## src/rtl/enc_sample_ctrl.sv

```systemverilog
// enc_sample_ctrl: per-channel wheel encoder accumulators, sampled every
// PERIOD cycles and streamed out one channel per word over a valid/ready port.
// Optional build macro ENC_SAT_EN: accumulators saturate instead of wrapping.

// One accumulator lane: exposes the value including this cycle's pulse so a
// snapshot taken on the tick cycle never loses or double-counts a pulse.
module enc_sample_lane #(
  parameter int CW = 16
) (
  input  logic          clk,
  input  logic          reset,
  input  logic          en,
  input  logic          clr,
  input  logic          pulse,
  input  logic          dir,
  output logic [CW-1:0] snap_val
);
  localparam logic [CW-1:0] ONE  = CW'(1);
`ifdef ENC_SAT_EN
  localparam logic [CW-1:0] MAXV = {1'b0, {(CW-1){1'b1}}};
  localparam logic [CW-1:0] MINV = {1'b1, {(CW-1){1'b0}}};
`endif

  logic [CW-1:0] acc_q, acc_d;

  // Next count: apply this cycle's pulse, then clear on tick or while halted
  always_comb begin
    snap_val = acc_q;
    if (pulse) begin
`ifdef ENC_SAT_EN
      if (dir && (acc_q != MAXV))       snap_val = acc_q + ONE;
      else if (!dir && (acc_q != MINV)) snap_val = acc_q - ONE;
`else
      snap_val = dir ? (acc_q + ONE) : (acc_q - ONE);
`endif
    end
    acc_d = (!en || clr) ? '0 : snap_val;
  end

  // Accumulator register
  always_ff @(posedge clk) begin
    if (reset) acc_q <= '0;
    else       acc_q <= acc_d;
  end
endmodule

module enc_sample_ctrl #(
  parameter int CH     = 4,
  parameter int CW     = 16,
  parameter int PERIOD = 50000
) (
  input  logic                                   Clk,
  input  logic                                   reset,
  input  logic                                   Enable,
  input  logic [CH-1:0]                          CntPulse,
  input  logic [CH-1:0]                          CntDir,
  output logic                                   SampleTick,
  output logic [CW-1:0]                          DataOut,
  output logic [((CH > 1) ? $clog2(CH) : 1)-1:0] ChanOut,
  output logic                                   DataValid,
  input  logic                                   DataReady,
  output logic                                   Busy,
  output logic                                   Overrun,
  input  logic                                   ClrOverrun
);
  localparam int            IW   = (CH > 1) ? $clog2(CH) : 1;
  localparam int            PW   = (PERIOD > 1) ? $clog2(PERIOD) : 1;
  localparam logic [PW-1:0] TERM = PW'(PERIOD - 1);
  localparam logic [IW-1:0] LAST = IW'(CH - 1);

  typedef enum logic {IDLE, SEND} state_t;

  state_t                 state_q, state_d;
  logic [PW-1:0]          cnt_q, cnt_d;
  logic [CH-1:0][CW-1:0]  snap_q, snap_d;
  logic [CH-1:0][CW-1:0]  snap_val;
  logic [IW-1:0]          idx_q, idx_d;
  logic                   ovr_q, ovr_d;
  logic                   tick;

  // Tick is suppressed while reset is asserted so reset dominates every output
  assign tick = Enable && !reset && (cnt_q == TERM);

  // Period counter: held at 0 while disabled, wraps on terminal count
  always_comb begin
    cnt_d = cnt_q + PW'(1);
    if (!Enable || tick) cnt_d = '0;
  end

  for (genvar i = 0; i < CH; i++) begin : g_lane
    enc_sample_lane #(.CW(CW)) u_lane (
      .clk      (Clk),
      .reset    (reset),
      .en       (Enable),
      .clr      (tick),
      .pulse    (CntPulse[i]),
      .dir      (CntDir[i]),
      .snap_val (snap_val[i])
    );
  end

  // Frame FSM: capture on tick in IDLE, drain one word per accepted handshake
  always_comb begin
    state_d = state_q;
    snap_d  = snap_q;
    idx_d   = idx_q;
    ovr_d   = ovr_q;
    case (state_q)
      IDLE: if (tick) begin
        snap_d  = snap_val;
        idx_d   = '0;
        state_d = SEND;
      end
      SEND: if (DataReady) begin
        if (idx_q == LAST) state_d = IDLE;
        else               idx_d   = idx_q + IW'(1);
      end
      default: state_d = IDLE;
    endcase
    // A tick during SEND (including the last-word cycle) drops the snapshot;
    // the set beats a simultaneous clear.
    if (ClrOverrun)                 ovr_d = 1'b0;
    if (tick && (state_q == SEND))  ovr_d = 1'b1;
  end

  // State registers
  always_ff @(posedge Clk) begin
    if (reset) begin
      state_q <= IDLE;
      cnt_q   <= '0;
      snap_q  <= '0;
      idx_q   <= '0;
      ovr_q   <= 1'b0;
    end else begin
      state_q <= state_d;
      cnt_q   <= cnt_d;
      snap_q  <= snap_d;
      idx_q   <= idx_d;
      ovr_q   <= ovr_d;
    end
  end

  assign SampleTick = tick;
  assign DataValid  = (state_q == SEND);
  assign Busy       = (state_q == SEND);
  assign Overrun    = ovr_q;
  // Word port reads zero outside a frame
  assign ChanOut    = DataValid ? idx_q : '0;
  assign DataOut    = DataValid ? snap_q[idx_q] : '0;
endmodule

```

## config.mk

```make
export PLATFORM = sky130hd
export DESIGN_NAME = enc_sample_ctrl
export DESIGN_NICKNAME = d
export VERILOG_FILES = /design/src/rtl/enc_sample_ctrl.sv
export SDC_FILE = /design/constraint.sdc
export NUM_CORES = 1
export LEC_CHECK = 0
export ABC_CLOCK_PERIOD_IN_PS = 3800
export BUFFER_PORTS_ARGS = -buffer_cell sky130_fd_sc_hd__buf_2
export CAP_MARGIN = 5
export CORE_ASPECT_RATIO = 0.75
export CORE_MARGIN = 2
export CORE_UTILIZATION = 67
export CTS_BUF_LIST = sky130_fd_sc_hd__clkbuf_16
export CTS_CLUSTER_SIZE = 12
export DETAILED_ROUTE_END_ITERATION = 12
export MAX_ROUTING_LAYER = met4
export PLACE_DENSITY = 0.85
export SYNTH_ARGS = -nofsm -noshare
export SYNTH_HDL_FRONTEND = slang
export SYNTH_HIERARCHICAL = 1
export SYNTH_SLANG_ARGS = --single-unit
```

## constraint.sdc

```tcl
create_clock -name Clk -period 3.8 [get_ports Clk]
set_input_delay 0.57 -clock Clk [delete_from_list [all_inputs] [get_ports Clk]]
set_output_delay 0.57 -clock Clk [all_outputs]
set_load 0.02 [all_outputs]
```

* After elaboration in Yosys (flattened, before gate mapping)
Cells that the tools add are included.
** Operators by class
- Add/sub/neg operators :: 10
- Magnitude comparators :: 1
- Equal/unequal tests :: 5
- Muxes and demuxes :: 22
- Bitwise logic cells :: 1
- Reduce and logical (&&, ||, !) cells :: 10
** Operator list (count)
- $mux W16 :: 10
- $add A16 B1 Y16 const B :: 5
- $sub A16 B1 Y16 const B :: 4
- $bmux W16 S2 :: 1
- $eq A16 B16 Y1 const B :: 1
- $mux W2 :: 4
- $mux W1 :: 5
- $ne A2 B2 Y1 const B :: 2
- $pmux W2 S2 :: 1
- $logic_and A1 B1 Y1 :: 3
- $lt A2 B3 Y1 const B :: 1
- $reduce_and A3 Y1 :: 1
- $add A2 B1 Y2 const B :: 1
- $eq A2 B2 Y1 const B :: 1
- $logic_not A1 Y1 :: 2
- $ne A2 B1 Y1 const B :: 1
- $pmux W1 S2 :: 1
- $reduce_and A2 Y1 :: 1
- $reduce_bool A2 Y1 :: 1
- $reduce_or A2 Y1 :: 1
- $logic_or A1 B1 Y1 :: 1
- $not A1 Y1 :: 1
** Word-level totals
- Register bits after elaboration :: 148
- Logic and storage cells :: 61

* Depth between registers and ports, before layout
- Word-level depth :: 5
- Mapped depth :: 11

* Hierarchy
The synthesis kept the hierarchy.
** Modules (own cells, without submodules)
- enc_sample_ctrl :: times used 1, cells each 442, area each 3971.3 µm²
- enc_sample_lane (g_lane[0].u_lane ...) :: times used 2, cells each 183, area each 1508.9 µm²
- enc_sample_lane (g_lane[2].u_lane ...) :: times used 2, cells each 180, area each 1446.4 µm²

* Least setup slack after synthesis
No wires, ideal clock.
- Kind :: input to register
- Start point :: in CntDir[1]
- End point :: reg snap_q[30] (netlist name)
- Library setup time :: 0.132 ns
- Arrival time :: 2.499 ns
- Setup slack :: 1.168 ns
- Cell stages on the path :: 9
- Buffers on the path :: 1
- Path through :: inv_1 ha_1 buf_4 and3_4 a31o_1 or4_1 a31o_1 nand4_1 a21oi_1
** RTL lines
- start, declared :: RTL line 56 : input logic [CH-1:0] CntDir,
- end signal, assigned :: RTL line 137 : snap_q <= snap_d;
- end, declared :: RTL line 75 : logic [CH-1:0][CW-1:0] snap_q, snap_d;

==> impl_metrics.csv <==
group,metric,value,unit
status,status,"completed",
power,p_sw,1150,uW
die,die-width,144,um
routing,drt_first_pass_iters,5,
global_routing,grt_max_degree,69,
clocking,cts.reportedPaths.clkPinSlew,0.06,ns
power,leakage,0.00416,uW
clocking,h-tree-depth,4,
timing,slew_viol_final,0,
global_routing,busiest_layer,"met2",
routing,avgViaCountPerCell,6.60,
timing,finalWorstSetupSlack,0.900,ns
flow_run,maxCapViolCount,0,
synth,seq_area_frac_synth,30.0,%
layout,final_cell_mix,"148 x dfxtp_1, 119 x a21oi_1, 100 x nand2_1",
layout,antennaDiodeCount,0,
synth,syn_inst,1168,
power,swShare,29.4,%
die,pin_count,35,
global_routing,gr-usage-met2,48.6,%
clocking,clock-sinks,148,
clocking,postCtsHoldBufs,0,
clocking,cts_tree,"built",
clocking,root_buffer,"clkbuf_16",
layout,drive_gt1_share,13.9,%
synth,yosys_warnings,6,
critical_path,worstPathArrival,3.26,ns
die,start_util,68.4,%
power,power_density,371,mW/mm^2
synth,syn_nets,1243,
layout,final_nets,1223,
power,sequentialPowerShare,41.2,%
die,rows,38,
routing,wl,25200,um
timing,slew_headroom,31.9,%
timing,finalHoldViolations,0,
place,port_buffers,34,
power,irDropWorstVdd,0.294,mV
routing,drcViolationCount,0,
critical_path,worstSetupEndpointType,"flop",
critical_path,timing.rr.start,"cnt_q[0]",
clocking,cts_max_path_buffers,2,
global_routing,grt_pass1_vias,7948,
min_path,min-delay-start,"DataReady",
timing,worst_pin_slew,1.02,ns
global_routing,grt_pass1_wl,40100,um
critical_path,required,4.16,ns
routing,vias,8980,
critical_path,path_class,"in2reg",
synth,synth_area,0.00988,sq mm
die,die_area,0.0157,sq mm
place,dp_worst_setup_slack,0.560,ns
min_path,hp-class,"in2reg",
synth,ys_ff_latch,148,
clocking,postCtsSetupBuffers,0,
routing,drt_iter0_markers,875,
timing,fin_crit,2.90,ns
place,gp_congestion,0.956,
synth,yosys_most_used_dff,"dfxtp_1",
critical_path,cp-startpoint,"CntDir[3]",
routing,wire_per_inst,18.5,um
global_routing,antenna_found_initial,0,
global_routing,grt_overflow,0,
synth,async_flop_share,0,%
timing,tns,0,ns
timing,period_share,76.3,%
layout,area_growth,6.31,%
place,dpl.hpwl,17400,um
clocking,post_cts_resized,0,
clocking,clock_latency,0.43,ns
die,dieHeight,109,um
layout,final_common_cell,"dfxtp_1",
critical_path,cp_max_fo,15,
timing,setup_viol,0,
place,placed_cells,1329,
layout,finalNonFillerCells,1361,
global_routing,grt_util_all_layers,33.5,%
die,coreArea,0.0145,sq mm
power,intPower,2750,uW
power,clkPwrFrac,42.0,%
power,combPwrFrac,16.8,%
routing,ant_nets,0,
synth,avgSynthCellArea,8.46,sq um
timing,rsz0062_at_grt,"no",
global_routing,grt_use_met3,6.32,%
global_routing,grt_use_met1,47.8,%
layout,nFillCells,1129,
timing,max_freq,0.345,GHz
synth,synth.distinct_cells,71,
timing,skew,0.00724,ns
critical_path,crit_path_start_kind,"primary input",
synth,synth-edff-count,0,
clocking,numCtsBuffers,17,
==> sequential cells by signal (all words and copies together) (netlist names) <==
| register | count |
|---|---|
| g_lane.u_lane/acc_q | 64 |
| Overrun | 1 |
| snap_q | 64 |
| Busy | 1 |
| cnt_q | 16 |
| idx_q | 2 |
==> stage by stage <==
step | hold WS (ns) | area [sq um] | power (uW) | util [%]
2_1_floorplan | 0.418 | 9880 | 2150 | -
3_3_place_gp | 0.430 | 9930 | 2270 | 68.7
3_5_place_dp | 0.464 | 9930 | 2280 | 68.7
4_1_cts | 0.353 | 10500 | 3900 | 72.7
5_1_grt | 0.357 | 10500 | 4040 | 72.7
6_report | 0.362 | 10500 | 3900 | 72.7
==> metal layers <==
layer,vias up,routed length (um)
li1,4250,-
met4,0,391
met2,366,11000
met1,4331,11700
met5,-,0
met3,33,2040
==> synthesized netlist by cell type, types with 13 or more instances <==
library cell,instances,share of area [%]
nor2b_1,48,3.0
nand2_1,100,3.8
inv_1,37,1.4
nand4_1,78,4.9
a31oi_1,14,0.89
mux4_2,16,3.6
nor3_1,19,0.96
nor2_1,46,1.7
mux2_2,28,3.2
nand3_1,26,1.3
mux2i_1,14,1.4
xor2_1,19,1.7
a21oi_1,119,6.0
clkbuf_1,38,1.4
and2_1,18,1.1
buf_6,13,1.5
dfxtp_1,148,30
buf_2,17,0.86
a21o_1,22,1.7
xnor2_1,27,2.4
o21ai_0,78,4.0
ha_1,58,7.3
==> cell families (layout without fill, tap and decap cells) <==
family                     after synthesis  after routing  share of synthesized area [%]
AOI/OAI and AO/OA                      341            341                           21.8
muxes                                   62             62                           8.71
and+or+nand+nor                        389            389                           21.2
DFF                                    148            148                           30.0
adders and majority gates               62             62                           8.15
buffers and inverters                  120            113                           6.05
xor gates and xnor gates                46             46                           4.08
==> critical path, cell delays in order <==
cell and delay (ns):
buf_2 0.13, inv_1 0.43, ha_1 0.41, a21oi_2 0.21, o21ai_1 0.11, a221o_1 0.33
a41o_1 0.23, mux2i_1 0.33, xnor2_1 0.20, nand4_1 0.12, a21oi_1 0.18
==> layout make-up <==
cell class / count / area (sq um) / area share, %
multi-input combinational: 900 / 6330 / 60.3
inverter: 37 / 139 / 1.32
timing repair buffer: 44 / 245 / 2.33
tap: 200 / 250 / 2.38
clock buffer: 17 / 425 / 4.05
clock inverter: 15 / 153 / 1.45
sequential: 148 / 2960 / 28.2
==> power by group through the flow <==
stage / clock [uW] / combinational (uW) / sequential [uW]
floorplan: 0 / 520 / 1630
global placement: 0 / 626 / 1640
detailed placement: 0 / 634 / 1640
CTS: 1650 / 640 / 1610
global route: 1720 / 714 / 1610
finish: 1640 / 654 / 1610
==> worst paths after layout <==
check             slack (ns)  cells after the start         end
setup / recovery        0.90                     11  snap_q[63]
hold / removal          0.36                      2        Busy
setup reg to reg        1.14                      6  snap_q[47]
hold reg to reg         0.47                      2  snap_q[40]
(Power assumes the default switching activity.)
